**src/rtl/icache_line_fetcher_if.sv**
```systemverilog
// Bundles the I-cache miss port (dfp_*) and the burst DRAM port (bmem_*).
// The master modport is the line fetcher itself; slave is the cache/DRAM side.
interface icache_line_fetcher_if #(
  parameter int ADDR_W    = 32,
  parameter int BEAT_W    = 64,
  parameter int BURST_LEN = 4
);
  localparam int LINE_W = BEAT_W * BURST_LEN;

  logic [ADDR_W-1:0] dfp_addr;
  logic              dfp_read;
  logic [LINE_W-1:0] dfp_rdata;
  logic              dfp_resp;

  logic [ADDR_W-1:0] bmem_addr;
  logic              bmem_read;
  logic              bmem_ready;
  logic [ADDR_W-1:0] bmem_raddr;
  logic [BEAT_W-1:0] bmem_rdata;
  logic              bmem_rvalid;

  modport master (
    input  dfp_addr, dfp_read, bmem_ready, bmem_raddr, bmem_rdata, bmem_rvalid,
    output dfp_rdata, dfp_resp, bmem_addr, bmem_read
  );

  modport slave (
    output dfp_addr, dfp_read, bmem_ready, bmem_raddr, bmem_rdata, bmem_rvalid,
    input  dfp_rdata, dfp_resp, bmem_addr, bmem_read
  );
endinterface

```
**src/rtl/icache_line_fetcher.sv**
```systemverilog
// Read-only line fetcher: turns one I-cache line miss into a single DRAM burst
// and hands back the assembled line with a one-cycle response pulse.
module icache_line_fetcher #(
  parameter int ADDR_W    = 32,
  parameter int BEAT_W    = 64,
  parameter int BURST_LEN = 4
) (
  input logic clk,
  input logic rst,
  icache_line_fetcher_if.master bus
);
  localparam int LINE_W     = BEAT_W * BURST_LEN;
  localparam int LINE_BYTES = LINE_W / 8;
  localparam int CNT_W      = (BURST_LEN > 1) ? $clog2(BURST_LEN) : 1;
  localparam logic [CNT_W-1:0]  LAST_BEAT = CNT_W'(BURST_LEN - 1);
  localparam logic [ADDR_W-1:0] LINE_MASK = ~ADDR_W'(LINE_BYTES - 1);

  typedef enum logic [1:0] {IDLE, REQ, BURST, RESP} state_t;

  state_t            state, next_state;
  logic [CNT_W-1:0]  count;
  logic [ADDR_W-1:0] addr_q;
  logic [LINE_W-1:0] line_q;
  logic              settle;
  logic              accept;
  logic              beat_hit;

  always_comb begin
    next_state    = state;
    bus.bmem_read = 1'b0;
    bus.dfp_resp  = 1'b0;
    accept        = 1'b0;
    beat_hit      = 1'b0;
    case (state)
      IDLE: begin
        // The cycle right after a response is blind so a still-high dfp_read
        // cannot start a duplicate burst.
        accept = bus.dfp_read && !settle;
        if (accept) next_state = REQ;
      end
      REQ: begin
        bus.bmem_read = 1'b1;
        if (bus.bmem_ready) next_state = BURST;
      end
      BURST: begin
        beat_hit = bus.bmem_rvalid && (bus.bmem_raddr == addr_q);
        if (beat_hit && count == LAST_BEAT) next_state = RESP;
      end
      RESP: begin
        bus.dfp_resp = 1'b1;
        next_state   = IDLE;
      end
      default: next_state = IDLE;
    endcase
  end

  always_ff @(posedge clk or negedge rst) begin
    if (!rst) begin
      state  <= IDLE;
      count  <= '0;
      addr_q <= '0;
      line_q <= '0;
      settle <= 1'b0;
    end else begin
      state  <= next_state;
      settle <= (state == RESP);
      if (accept) addr_q <= bus.dfp_addr & LINE_MASK;
      if (state == REQ) count <= '0;
      // The counter holds on the final beat instead of wrapping mid-burst.
      if (beat_hit) begin
        line_q[count*BEAT_W +: BEAT_W] <= bus.bmem_rdata;
        if (count != LAST_BEAT) count <= count + 1'b1;
      end
    end
  end

  assign bus.bmem_addr = addr_q;
  assign bus.dfp_rdata = line_q;
endmodule
```
**src/flat_wrapper.sv**
```systemverilog
// flat-port wrapper written by rule: the top's interface ports become plain ports
module icache_line_fetcher_flat 
#(
  parameter int ADDR_W    = 32,
  parameter int BEAT_W    = 64,
  parameter int BURST_LEN = 4
)
  (clk, rst, bus_dfp_addr, bus_dfp_read, bus_bmem_ready, bus_bmem_raddr, bus_bmem_rdata, bus_bmem_rvalid, bus_dfp_rdata, bus_dfp_resp, bus_bmem_addr, bus_bmem_read);
  icache_line_fetcher_if #(.ADDR_W(ADDR_W), .BEAT_W(BEAT_W), .BURST_LEN(BURST_LEN)) bus_i ();
  input logic clk;
  input logic rst;
  input wire logic [$bits(bus_i.dfp_addr)-1:0] bus_dfp_addr;
  input wire logic [$bits(bus_i.dfp_read)-1:0] bus_dfp_read;
  input wire logic [$bits(bus_i.bmem_ready)-1:0] bus_bmem_ready;
  input wire logic [$bits(bus_i.bmem_raddr)-1:0] bus_bmem_raddr;
  input wire logic [$bits(bus_i.bmem_rdata)-1:0] bus_bmem_rdata;
  input wire logic [$bits(bus_i.bmem_rvalid)-1:0] bus_bmem_rvalid;
  output wire logic [$bits(bus_i.dfp_rdata)-1:0] bus_dfp_rdata;
  output wire logic [$bits(bus_i.dfp_resp)-1:0] bus_dfp_resp;
  output wire logic [$bits(bus_i.bmem_addr)-1:0] bus_bmem_addr;
  output wire logic [$bits(bus_i.bmem_read)-1:0] bus_bmem_read;
  assign bus_i.dfp_addr = bus_dfp_addr;
  assign bus_i.dfp_read = bus_dfp_read;
  assign bus_i.bmem_ready = bus_bmem_ready;
  assign bus_i.bmem_raddr = bus_bmem_raddr;
  assign bus_i.bmem_rdata = bus_bmem_rdata;
  assign bus_i.bmem_rvalid = bus_bmem_rvalid;
  assign bus_dfp_rdata = bus_i.dfp_rdata;
  assign bus_dfp_resp = bus_i.dfp_resp;
  assign bus_bmem_addr = bus_i.bmem_addr;
  assign bus_bmem_read = bus_i.bmem_read;
  icache_line_fetcher #(.ADDR_W(ADDR_W), .BEAT_W(BEAT_W), .BURST_LEN(BURST_LEN)) u_core (.clk(clk), .rst(rst), .bus(bus_i));
endmodule
```
**config.mk**
```make
export PLATFORM = sky130hd
export DESIGN_NAME = icache_line_fetcher_flat
export DESIGN_NICKNAME = d
export VERILOG_FILES = /design/src/rtl/icache_line_fetcher_if.sv /design/src/rtl/icache_line_fetcher.sv /design/src/flat_wrapper.sv
export SDC_FILE = /design/constraint.sdc
export NUM_CORES = 1
export LEC_CHECK = 0
export CORE_ASPECT_RATIO = 0.5
export CORE_MARGIN = 8
export CORE_UTILIZATION = 45
export CTS_BUF_LIST = sky130_fd_sc_hd__clkbuf_4 sky130_fd_sc_hd__clkbuf_8 sky130_fd_sc_hd__clkbuf_16
export DETAILED_ROUTE_END_ITERATION = 8
export GPL_TIMING_DRIVEN = 0
export PLACE_DENSITY = 0.84
export RECOVER_POWER = 25
export SYNTH_ARGS = -nofsm -noshare
export SYNTH_HDL_FRONTEND = slang
export SYNTH_SLANG_ARGS = --single-unit
```
**constraint.sdc**
```tcl
create_clock -name clk -period 2.7 [get_ports clk]
set_input_delay 0.27 -clock clk [delete_from_list [all_inputs] [get_ports clk]]
set_output_delay 0.27 -clock clk [all_outputs]
set_load 0.005 [all_outputs]
```
Yosys cells after proc, flatten, opt, wreduce, memory -nomap -nowiden
Cells that the tools add are included.
- multiplexer cells: 12
- equal/unequal tests: 9
- reductions and logical operators: 6
- shift operators: 2
- add/sub/neg operators: 2
- operators with widths (kind ; number):
    $bwmux 256 ; 1
    $shift 64x34->256 const A ; 1
    $shiftx 64x34->256 ; 1
    $neg 8->34 ; 1
    $eq 32x32->1 ; 1
    $mux 2 ; 6
    $pmux 2 s4 ; 1
    $eq 2x2->1 const B ; 3
    $mux 1 ; 4
    $ne 2x1->1 const B ; 2
    $ne 2x2->1 const B ; 2
    $logic_and 1x1->1 ; 3
    $reduce_and 3->1 ; 1
    $add 2x1->2 const B ; 1
    $eq 2x1->1 const B ; 1
    $logic_not 2->1 ; 1
    $logic_not 1->1 ; 1
- logic and storage cells: 36
- output and inout bits: 290
- input port bits: 133
- flip-flop bits (word level): 288

Logic depth before layout (Yosys ltp)
Gate-level depths: netlist (run 1).
- depth in word-level cells: 5
- gate-level depth with buffers: 8

Worst setup path after synthesis (run 1)
Ideal clock, no wire load.
- kind: register -> register
- start point: register u_core.count[0]
- end point: register u_core.line_q[192], in the netlist u_core.bus.dfp_rdata[192]
- clock period less this slack: 2031 ps
- cell stages (with the launch flop): 7
- library setup time: 79 ps
- data arrival time: 1951 ps
- path slack: 669 ps
- cell sequence: dfrtp_1 -> inv_1 -> ha_1 -> nor3_1 -> clkbuf_1 -> nand2_1 -> mux2i_1
- longest elaborated chain between the ends: 3
- elaborated cells on any way between the ends: 4
- ends and longest elaborated chain (what ; line ; source):
    start: declaration ; icache_line_fetcher.sv:21 ; logic [CNT_W-1:0] count;
    start signal: assignment ; icache_line_fetcher.sv:72 ; if (count != LAST_BEAT) count <= count + 1'b1;
    $neg 8->34 (*) ; icache_line_fetcher.sv:71 ; line_q[count*BEAT_W +: BEAT_W] <= bus.bmem_rdata;
    $shiftx 64x34->256 or $shift 64x34->256 (tied branches) ; icache_line_fetcher.sv:71 ;
    $bwmux 256 (*) ; icache_line_fetcher.sv:71 ;
    end signal: indexed assignment ; icache_line_fetcher.sv:71 ;
    end: declaration ; icache_line_fetcher.sv:23 ; logic [LINE_W-1:0] line_q;
Every way passes the cells marked *; elsewhere a longest branch is shown, timed or not.
A chain may end at the register's enable or synchronous reset.

Worst setup path after layout (run 1)
- start point: register u_core.count[0]
- end point: register u_core.line_q[171], in the netlist u_core.bus.dfp_rdata[171]
Same word-level chain as after synthesis.

==> results of run 1 <==
==> where the power goes <==
group	internal, W	switching, W
Clock	0.00246	0.00172
Combinational	0.000202	0.000204
Sequential	0.00431	0.0000000377
Total	0.00698	0.00192
==> metal layers <==
layer / up-vias / GRT usage [%] / routed length, um
li1: 4701 / - / -
met1: 4993 / 26.6 / 16100
met2: 256 / 41.9 / 22100
met3: 106 / 3.37 / 1500
met4: 0 / 11.2 / 2210
met5: - / 0 / 0
==> logic make-up after synthesis <==
family,after synthesis
muxes,285
and+or+nand+nor,296
xor gates and xnor gates,24
buffers and inverters,327
AOI/OAI and AO/OA,8
other,1
DFF,288
adders and majority gates,9
==> stage by stage <==
stage	util (%)	setup WS (ns)	total power, W	hold slack [ns]	TNS [ns]
final	65.1	0.165	0.00890	0.334	0
after global routing	65.1	0.00240	0.00918	0.324	0
after CTS	65.1	0.0811	0.00897	0.299	0
after detailed placement	61.8	-0.0455	0.00481	0.288	-0.176
after global placement	61.5	-11.44	0.00480	0.507	-3319.73
after floorplan	-	0.669	0.00445	-0.0256	0
==> critical path: stages (launching register included) <==
cell and delay (ns):
sky130_fd_sc_hd__dfrtp_1 0.46, sky130_fd_sc_hd__inv_1 0.17, sky130_fd_sc_hd__ha_1 0.42, sky130_fd_sc_hd__nor3b_1 0.22, sky130_fd_sc_hd__clkbuf_2 0.34, sky130_fd_sc_hd__clkbuf_1 0.50, sky130_fd_sc_hd__nand2_1 0.17, sky130_fd_sc_hd__mux2i_1 0.16
==> worst paths after layout <==
check / from / to / slack, ns / cells past startpoint
setup / recovery: u_core.count[0] / u_core.bus.dfp_rdata[171] / 0.16 / 7
hold / removal: bus_dfp_addr[8] / u_core.bus.bmem_addr[8] / 0.33 / 2
setup reg to reg: u_core.count[0] / u_core.bus.dfp_rdata[171] / 0.16 / 7
hold reg to reg: u_core.bus.dfp_rdata[228] / u_core.bus.dfp_rdata[228] / 0.52 / 2
max in group asynchronous: rst / u_core.bus.dfp_rdata[162] / 0.42 / 3
min in group asynchronous: rst / u_core.bus.dfp_rdata[137] / 0.82 / 2
==> layout make-up <==
| class | count | area [um2] | area share [%] |
|---|---|---|---|
| repair buffers | 416 | 4180 | 22.2 |
| inverters | 264 | 991 | 5.27 |
| clock buffers | 34 | 759 | 4.04 |
| diodes | 2 | 5.00 | 0.0266 |
| well taps | 391 | 489 | 2.60 |
| clock inverters | 13 | 195 | 1.04 |
| flip-flops and latches | 288 | 7210 | 38.3 |
| multi-input cells | 627 | 4530 | 24.1 |
| plain buffers | 63 | 455 | 2.42 |
==> repair_timing <==
action / in CTS / in global routing
resized for setup: 2 / 5
endpoints found under the hold margin: 71 / 0
hold buffers: 1 / 0
setup endpoints to repair: 17 / 85
==> placed cells by master, fill, tap and decap left out, types with 2 or more instances in the layout <==
master,synthesis,final
sky130_fd_sc_hd__buf_6,24,25
sky130_fd_sc_hd__clkbuf_4,0,2
sky130_fd_sc_hd__inv_1,264,264
sky130_fd_sc_hd__clkbuf_2,0,5
sky130_fd_sc_hd__mux2i_1,257,257
sky130_fd_sc_hd__nor2_1,4,4
sky130_fd_sc_hd__ha_1,9,9
sky130_fd_sc_hd__nand2_1,257,257
sky130_fd_sc_hd__nand2b_1,4,4
sky130_fd_sc_hd__xnor2_1,23,23
sky130_fd_sc_hd__nor3_1,3,2
sky130_fd_sc_hd__nor3b_1,3,3
sky130_fd_sc_hd__bufinv_16,0,5
sky130_fd_sc_hd__clkbuf_16,0,27
sky130_fd_sc_hd__nor2b_1,2,2
sky130_fd_sc_hd__conb_1,1,5
sky130_fd_sc_hd__clkdlybuf4s50_1,0,411
sky130_fd_sc_hd__nand3_1,5,5
sky130_fd_sc_hd__clkinv_2,0,6
sky130_fd_sc_hd__buf_4,9,9
sky130_fd_sc_hd__clkbuf_1,30,26
sky130_fd_sc_hd__nand4_1,12,12
sky130_fd_sc_hd__clkinvlp_4,0,2
sky130_fd_sc_hd__clkbuf_8,0,5
sky130_fd_sc_hd__dfrtp_1,288,288
sky130_fd_sc_hd__buf_12,0,2
sky130_fd_sc_hd__mux2_2,27,27
sky130_fd_sc_hd__diode_2,0,2
==> sequential cells by signal (all words and copies together) (netlist names) <==
signal and count:
u_core.settle 1, u_core.state 2, u_core.bus.dfp_rdata 256, u_core.bus.bmem_addr 27
u_core.count 2
==> summary.md, run 1 <==
The tools report the final wirelength as 41.9 mm. Power spread over the standard cell area amounts to 473 nW/um2. The worst hold path belongs to the class in -> reg.

For this run, design rule violations remaining after detail routing come to 0. The dominant cell by count in the synthesized netlist is sky130_fd_sc_hd__dfrtp_1. The netlist area before placement is 13200 um2. Combinational family with the most area after synthesis: multiplexers. CTS saw 288 sinks. The run gives 27 as the TritonCTS buffer count. The die covers 35300 um2. Including well taps, the total number of placed cells is 2048. The share of the synthesized area in compound gates (AO/OA/AOI/OAI) was 0.504%; the first-pass GRT wire length was 63.1 mm. In the routed layout, each cell is associated on average with a via count of 4.79. The cell count after synthesis is 1238, and the average footprint of a synthesized cell is 10.6 um2.

Clock tree synthesis selected as its root buffer the cell sky130_fd_sc_hd__clkbuf_16. The HPWL after detailed placement is 31.2 mm. The critical path class was reg -> reg. The flow ran to the end, but the final reports show violations.

The worst-skew pair later-pin latency was 0.55 ns. By count the netlist is led by sky130_fd_sc_hd__dfrtp_1 (288), sky130_fd_sc_hd__inv_1 (264), sky130_fd_sc_hd__mux2i_1 (257), sky130_fd_sc_hd__nand2_1 (257), sky130_fd_sc_hd__clkbuf_1 (30). The logs give -30.4% for the remaining max-slew budget at the tightest pin and 28900 um2 for the core box area. The effective utilization at floorplan came out at 45.5%. The predominant post-synthesis flop cell was sky130_fd_sc_hd__dfrtp_1. The tools report the number of warnings printed during yosys synthesis as 0. Setup violations remaining at the end of the flow were counted as 0. Setup repair after global routing left no endpoint under its margin. Post-synthesis register bit count: 288. Of the total synthesized cell area, the portion taken by AND, OR, NAND and NOR gates is 9.33%. The critical path arrival came out at 2.99 ns. Once detail routing completed, the nets flagged for antenna violations numbered 0.

For the via count of the first global-routing pass, the log shows 10500. The leading area contributor after synthesis was sky130_fd_sc_hd__dfrtp_1. The initialized floorplan defines 44 standard-cell rows. Relative to the synthesized area, the layout overhead comes to 43.0%. The final reports fail on max-capacitance violations, max-slew violations. For the final number of max-transition violations, the log shows 72.

The initial antenna violation count is 2, and the adder and majority cell fraction of the synthesized area is 0.856%. After synthesis, the share of flip-flops with an asynchronous set or reset is 100%. The clock arrives with 0.0122 ns of skew.

Yosys attributes the largest share of cell area to sky130_fd_sc_hd__dfrtp_1 (55%), sky130_fd_sc_hd__mux2i_1 (20%), sky130_fd_sc_hd__inv_1 (7.5%), sky130_fd_sc_hd__nand2_1 (7.3%), sky130_fd_sc_hd__mux2_2 (2.3%). Buffers added to address setup during post-CTS repair amount to 0. Actual transition at the worst max-transition pin: 1.96 ns. Max-cap violation count: 1. For this run, the post-layout net count is 1829. Pin count of the biggest net entering global routing: 115. The count of input and output buffers is 412. The mean routed wirelength per cell is 20.0 um. In the finished design, the share of the clock period the worst path needs comes to 93.9%. The required time at the worst-slack endpoint was 3.16 ns; the fraction of final layout cells with drive strength greater than 1 was 7.10%. The total track usage is 23.0%, and the clock-pin slew reported for the worst setup and hold paths after clock tree synthesis is 0.07 ns. After synthesis, flip-flops and latches occupy 54.8% of the total area.

From left edge to right edge, the die measures 258 um. The first routing iteration left 676 violations. Nature of the critical path startpoint: a register. During I/O placement, the number of pins put on the boundary was 423.

For this block, the via count after detailed routing is 10100. The logs give 34 for the count of unique library cells instantiated by Yosys and 5 for the number of optimization iterations in the first detailed-route pass. In the synthesized netlist, mux cells make up 21.9% of the area.

From bottom edge to top edge, the die measures 137 um. Of all nets on the critical path, the largest fanout is 10. TritonCTS built the clock tree. The post-synthesis xor/xnor area fraction was 1.60%.

The number of buffers between clock root and the deepest sink is 3, and the number of H-tree branching levels is 1. The final hold violation count is 0. Summed over all cells, the static leakage comes to 11.0 nW.

Excluding fillers, the count of instances in the completed layout stands at 2098. Timing would allow up to 0.394 GHz. The run gives 0.884 as the final RePlAce weighted congestion. The run gives 0.425 mV as the maximum vdd drop. The final critical path time including I/O delays and setup was 2.54 ns.

The finished cells cover 18800 um2. For the count of fill cells added during filler insertion, the log shows 2286. STA classifies the critical path endpoint as a register.

Summed over its instances, the top area cell type makes up 54.8% of the synthesized netlist area. In this run, synthesis inferred 0 flip-flops with an integrated enable. For this run the aggregate overflow at the end of global routing stands at 0. The placed instances occupy a cell area of 17900 um2.
Note: power is estimated with default switching activity, not from simulation.
==> run 2: changes to the inputs <==
--- a/config.mk
+++ b/config.mk
@@ -13,6 +13,7 @@
 export GPL_TIMING_DRIVEN = 0
 export PLACE_DENSITY = 0.84
 export RECOVER_POWER = 25
+export REMOVE_ABC_BUFFERS = 1
 export SYNTH_ARGS = -nofsm -noshare
 export SYNTH_HDL_FRONTEND = slang
 export SYNTH_SLANG_ARGS = --single-unit
==> constraint.sdc (replaced) <==
create_clock -name clk -period 2.7 [get_ports clk]
set_input_delay 0.27 -clock clk [delete_from_list [all_inputs] [get_ports clk]]
set_output_delay 0.27 -clock clk [all_outputs]
set_load 0.02 [all_outputs]
==> run 2 against run 1 <==
The flow now finishes without violations. Clock skew increased by 0.011 ns. Final cell count about the same. Sequential power about the same. Core utilization increased by 1.3 points. Register-to-register slack got worse by 0.02 ns. Hold slack improved by 0.0037 ns. Maximum frequency decreased by 0.72%. Global-route usage increased by 0.75 points. Combinational power decreased by 2%. Die area unchanged. Wire length increased by 3.4%. Critical path depth increased by 3. Largest cell class unchanged. Largest power group unchanged.
==> summary.md, run 2 (synthesis results as in run 1) <==
The flow ran to the end, and the final reports show no timing, DRC or antenna violations. The logs give 45.5% for the effective utilization at floorplan and 103 for the pin count of the biggest net entering global routing. Once detail routing completed, the nets flagged for antenna violations numbered 0. Measured in cells, the most critical reg-to-reg path has a length of 10. For this run, the total global-route usage over all layers was measured as 23.7%. Traced cell by cell, the critical path runs through xnor2_1 > nand4_1 > nor4_4 > nand4_1 > buf_8 > buf_16 > buf_8 > buf_16 > buf_8 > mux2i_1.

Power spread over the standard cell area amounts to 453 nW/um2. Counting the buffers created by CTS gives 27. The initial antenna violation count is 2. The tool flagged a number of max-cap violations equal to 0. The static power due to leakage was 11.2 nW; the final RePlAce weighted congestion was 0.855.

The die covers 35300 um2. At the worst endpoint, the required time is 3.14 ns. The run gives 0.0233 ns as the worst-case clock skew. TritonCTS built the clock tree.

For this block, the routed nets add up to 43.4 mm of wire. The nature of the critical path startpoint is a register. The register with the most flip-flops in the layout has 256 of them.

Leaving out fill and tap cells, the most frequent cell in the layout is sky130_fd_sc_hd__clkdlybuf4s50_1. The die height is 137 um, and the critical path arrival is 2.99 ns. The maximum clock frequency was 0.392 GHz; the worst stage delay on the critical path was 0.44 ns.

The first detailed-routing pass took 7 iterations. The area of placed instances is 18100 um2. The DRC violation total after the first TritonRoute iteration is 893. The worst setup path is captured at a register. The most critical setup path has its endpoint at u_core.bus.dfp_rdata[9].

In this design, the critical path's most frequently occurring cell is sky130_fd_sc_hd__buf_8. Adding up every negative setup slack in the final design gives 0 ns. The root buffer cell chosen for the clock tree is sky130_fd_sc_hd__clkbuf_16.

Clock-pin slew was measured on the worst setup and hold paths at 0.07 ns. The worst setup path is of the reg -> reg kind. In this run the critical register-to-register path is captured at u_core.bus.dfp_rdata[9]. The via count of the first global-routing pass was 11000. Cells with a size suffix above 1 make up 9.02% of the layout. For the final number of max-transition violations, the log shows 0. Compared with the post-synthesis result, the final layout area differs by 45.9%.

The via density per instance is 4.92. The worst hold path belongs to the class in -> reg. The clock drives 288 sinks. The largest individual stage delay along the critical path comes from the cell sky130_fd_sc_hd__dfrtp_1. Setup repair after global routing left no endpoint under its margin. Number of buffers between clock root and the deepest sink: 3.

Setup violations remaining at the end of the flow were counted as 0. For the count of fill cells added during filler insertion, the log shows 2113. For the count of vias placed by the detailed router, the log shows 10300. For the first-pass GRT wire length, the log shows 65.2 mm.

Across all register-to-register paths, the minimum setup slack is 0.15 ns. After floorplanning, the core was sized to cover 28900 um2. The worst register-to-register path begins at u_core.bus.bmem_addr[8].

The run gives 1829 as the final-stage net count. The run gives 0 as the DRC violation count after routing. The highest fanout seen on the critical path was 11. VDD sags by at most 0.467 mV.

The floorplan has 44 rows. The actual transition at the worst max-transition pin works out to 1.33 ns. Tracing the worst setup path back leads to its startpoint at u_core.bus.bmem_addr[8].

After routing the design area is 19200 um2. The number of H-tree branching levels is 1. The top cell types in the final layout, fill and taps aside, are sky130_fd_sc_hd__clkdlybuf4s50_1 (411), sky130_fd_sc_hd__dfrtp_1 (287), sky130_fd_sc_hd__inv_1 (264). The aggregate global routing overflow was 0. The wire-length estimate of the detail-placed layout is 32.6 mm. In the final routed layout, each cell accounts on average for 20.7 um. The share of the cycle needed by the critical path after routing was 94.6%; the worst-skew pair later-pin latency was 0.56 ns.

The count of input and output buffers was 412; the number of I/O pins was 423. The final critical path time including I/O delays and setup was 2.55 ns; the width of the die was 258 um. The final hold violation count is 0, and the remaining max-slew budget at the tightest pin is 11.5%.
==> run 2: cell count changes in the layout (fill, tap and decap cells not counted), sizes merged <==
cell / change
clkbuf: -28
clkinvlp: -2
buf: +30
inv: +1
clkinv: +4
bufinv: -3
==> run 2: per-stage QoR <==
step	setup WS, ns	cells	utilization [%]	hold WS [ns]	power [W]
6_report	0.146	2100	66.4	0.338	0.00870
5_1_grt	0.0228	2100	66.4	0.324	0.00897
4_1_cts	-0.0423	2092	66.2	0.317	0.00879
3_5_place_dp	-0.752	2034	62.7	0.366	0.00480
3_3_place_gp	-11.51	1982	60.0	0.506	0.00479
2_1_floorplan	-2.06	1179	-	-0.0256	0.00445
==> run 2: worst min path at each step <==
stage	to	cells after the start	slack, ns	startpoint
after global placement	u_core.bus.dfp_rdata[110]	2	0.51	u_core.bus.dfp_rdata[110]
after global routing	u_core.bus.bmem_addr[21]	2	0.32	bus_dfp_addr[21]
after CTS	u_core.bus.bmem_addr[5]	2	0.32	bus_dfp_addr[5]
after floorplan	u_core.bus.bmem_addr[10]	0	-0.03	rst
final	u_core.bus.bmem_addr[5]	2	0.34	bus_dfp_addr[5]
after detailed placement	u_core.bus.dfp_rdata[149]	1	0.37	rst
==> run 2: final cells by class <==
class	instances	area, um2	share of cell area [%]
Antenna cell	2	5.00	0.0261
Multi-Input combinational cell	627	4580	23.9
Clock buffer	36	793	4.13
Inverter	264	991	5.16
Timing Repair Buffer	479	5000	26.0
Sequential cell	288	7210	37.6
Tap cell	391	489	2.55
Clock inverter	13	126	0.658
==> run 2: repair_timing <==
item / CTS / global route
setup buffers: 8 / 5
hold buffers: 1 / 0
hold endpoints to repair: 91 / 0
pin swaps: 4 / 2
setup endpoints to repair: 183 / 44
gates resized for setup: 3 / 4
==> run 2: power by group <==
group	internal [W]	switching, W
sequential	0.00431	0.0000000292
combinational	0.000194	0.000202
clock	0.00226	0.00173
total	0.00677	0.00193
==> run 2: worst max-delay path, delay by kind of cell (launching register included) <==
kind,cells,cell delay (ns)
and+or+nand+nor,3,0.82
xor gates and xnor gates,1,0.18
muxes,1,0.12
DFF,1,0.44
buffers and inverters,5,0.86
==> run 2: metal layers <==
layer	wire length [um]	part of all wire [%]	vias to the layer above	global-route usage, %
li1	-	-	4719	-
met1	16200	37	5141	26.9
met2	22600	52	328	43.3
met3	1630	3.8	144	3.24
met4	2910	6.7	0	13.4
met5	0	0	-	0
==> run 3: changes to the inputs <==
--- a/config.mk
+++ b/config.mk
@@ -7,11 +7,11 @@
 export LEC_CHECK = 0
 export CORE_ASPECT_RATIO = 0.5
 export CORE_MARGIN = 8
-export CORE_UTILIZATION = 45
+export CORE_UTILIZATION = 42
 export CTS_BUF_LIST = sky130_fd_sc_hd__clkbuf_4 sky130_fd_sc_hd__clkbuf_8 sky130_fd_sc_hd__clkbuf_16
 export DETAILED_ROUTE_END_ITERATION = 8
 export GPL_TIMING_DRIVEN = 0
-export PLACE_DENSITY = 0.84
+export PLACE_DENSITY = 0.8
 export RECOVER_POWER = 25
 export REMOVE_ABC_BUFFERS = 1
 export SYNTH_ARGS = -nofsm -noshare
==> run 3 against run 2 <==
The run now ends with max-capacitance violations, max-slew violations left. Wire length down 1.1%. Register-to-register slack hardly changed. Non-clock buffer count is 3 lower. Critical path depth did not move. Clock power up 2%. Core utilization decreased by 3.6 points. Clock skew fell by 0.015 ns. Maximum frequency is essentially flat. Hold slack worse by 0.014 ns. Largest cell class unchanged.
==> summary.md, run 3 (synthesis results as in run 1) <==
The width of the die is 266 um. The floorplan step defined a die boundary enclosing 37600 um2. Half-perimeter wire length after detailed placement: 32.7 mm.

The core utilization of the finished layout came out at 62.8%. The final reports fail on max-capacitance violations, max-slew violations. Setup repair after global routing left no endpoint under its margin.

The standard-cell row count is 45. In this run the worst path has a maximum fanout of 12. The count of input and output buffers came out at 412.

The tools report the worst-case clock skew as 0.00797 ns. The initial antenna violation count was 2; the fraction of final layout cells with drive strength greater than 1 was 8.97%. At the pin with the least slew margin, the transition time is 1.70 ns.

For this block, the routed nets add up to 42.9 mm of wire. The via count of the first global-routing pass is 10800, and the power density relative to cell area is 458 nW/um2. For this configuration, the core starts out at a cell density of 43.0%. The logs give 22.1% for the total track usage and 64.9 mm for the first-pass GRT wire length. The final setup violation count was 0; the antenna violation net count after detailed routing was 0. Entering global routing, the biggest net connects 120 pins.

Summed over all cells, the static leakage comes to 11.2 nW. The number of optimization iterations in the first detailed-route pass is 5. Counting the buffers created by CTS gives 29. STA puts the critical path data required time at 3.16 ns. The max-cap violation count came out at 1. Across all setup checks in the final design, the least slack found is 0.149 ns. For this block, the via count after detailed routing is 10100.

In this run, the number of DRC markers left after iteration 0 of detailed routing was 661. The nature of the critical path startpoint is a register. The longest clock path from root to sink contains 3 buffers. The logs give 2131 for the post-route non-filler standard cell count and 423 for the number of I/O pins. After routing the design area is 19200 um2.

The run gives 1 as the number of H-tree branching levels. The run finished, with violations left. The worst-skew pair later-pin latency came out at 0.56 ns.

The share of the cycle needed by the critical path after routing was 94.5%. TritonCTS built the clock tree. The tree is rooted in a sky130_fd_sc_hd__clkbuf_16. The routed design could run at a clock period as short as 2.55 ns. Clock-pin slew was measured on the worst setup and hold paths at 0.06 ns. After global routing the overflow that remains totals 0.

The final number of max-transition violations is 61. The tools report the post-placement worst setup slack as -1.04 ns. The run gives 0.392 GHz as the maximum clock frequency. Most common cell after layout, fill and taps aside: sky130_fd_sc_hd__clkdlybuf4s50_1. The top cell types in the final layout, fill and taps aside, are sky130_fd_sc_hd__clkdlybuf4s50_1 (411), sky130_fd_sc_hd__dfrtp_1 (287), sky130_fd_sc_hd__inv_1 (264). The tree built by TritonCTS fans out to 288 sinks. The worst hold path belongs to the class in -> reg.

The final hold violation count came out at 0. Dividing the detail-routed wire length by the instance count gives 20.1 um. The worst setup path is of the reg -> reg kind. Number of cells after detailed placement: 2063.

The type of destination of the critical path was a register. The post-layout total power is 0.00880 W, and the number of flip-flops in the largest register is 256. At the worst endpoint, the arrival time is 3.01 ns. At the end of routability-driven placement, the weighted congestion stood at 0.834. In the routed design, unresolved DRC markers number 0. The die is 141 um tall.

The region available for standard cell placement spans 30600 um2. At the end of the flow, the number of nets in the layout was 1828. The logs give 0.485 mV for the maximum vdd drop and -13.4% for the remaining max-slew budget at the tightest pin. From synthesis to final layout, the design area changed by 46.0%. The placed instances occupy a cell area of 18100 um2. Using the TritonRoute via totals, the vias-per-cell ratio works out to 4.75.
## run 3: changes by cell type in the layout (fill, tap and decap cells not counted), sizes merged
cell,previous run,this run
buf,66,63
bufinv,2,1
clkbuf,37,43
clkinv,10,6
clkinvlp,0,1
## run 3: worst paths after layout
check                                           from                         to  slack (ns)  cells past startpoint
max reg2reg                 u_core.bus.bmem_addr[18]    u_core.bus.dfp_rdata[5]        0.15                     10
max in group asynchronous                        rst            u_core.count[0]        0.65                      3
min in group asynchronous                        rst  u_core.bus.dfp_rdata[108]        0.72                      2
min                                 bus_dfp_addr[20]   u_core.bus.bmem_addr[20]        0.32                      2
min reg2reg                u_core.bus.dfp_rdata[142]  u_core.bus.dfp_rdata[142]        0.52                      2
max                         u_core.bus.bmem_addr[18]    u_core.bus.dfp_rdata[5]        0.15                     10
## run 3: metal layers
layer  part of all wire [%]  vias to the layer above  track usage, %
met5                      0                        -               0
met2                     54                      249            41.2
li1                       -                     4699               -
met1                     38                     5063            25.0
met4                    5.1                        0            10.3
met3                    3.5                      113            3.11
## run 3: area by class of cell
type / count / area, um2
timing repair buffer: 476 / 4950
clock buffer: 42 / 867
multi-input combinational: 627 / 4580
inverter: 264 / 991
clock inverter: 9 / 80.1
sequential: 288 / 7210
tap: 423 / 529
fill: 2390 / 11400
antenna: 2 / 5.00
## run 3: timing repair
action / CTS / global route
setup buffers: 13 / 0
endpoints found under the setup margin: 230 / 88
hold buffers: 1 / 0
pin swaps: 5 / 2
endpoints found under the hold margin: 60 / 0
resized for setup: 4 / 3
## run 3: worst max-delay path, stage by stage (launching register included)
cell                      delay (ns)
sky130_fd_sc_hd__dfrtp_1        0.42
sky130_fd_sc_hd__xnor2_1        0.27
sky130_fd_sc_hd__nand3_1        0.19
sky130_fd_sc_hd__nor4_4         0.41
sky130_fd_sc_hd__nand4_1        0.14
sky130_fd_sc_hd__buf_4          0.18
sky130_fd_sc_hd__buf_8          0.15
sky130_fd_sc_hd__buf_8          0.17
sky130_fd_sc_hd__buf_6          0.16
sky130_fd_sc_hd__buf_8          0.16
sky130_fd_sc_hd__mux2i_1        0.19
## run 3: power by group
group	switching (W)	internal, W
clock	0.00176	0.00232
sequential	0.0000000340	0.00431
combinational	0.000202	0.000200
## run 3: metrics by stage
| step | hold slack, ns | setup TNS (ns) |
|---|---|---|
| after floorplan | -0.0256 | -518.96 |
| after global placement | 0.507 | -4860.66 |
| after detailed placement | 0.257 | -160.93 |
| after CTS | 0.264 | 0 |
| after global routing | 0.302 | 0 |
| final | 0.324 | 0 |
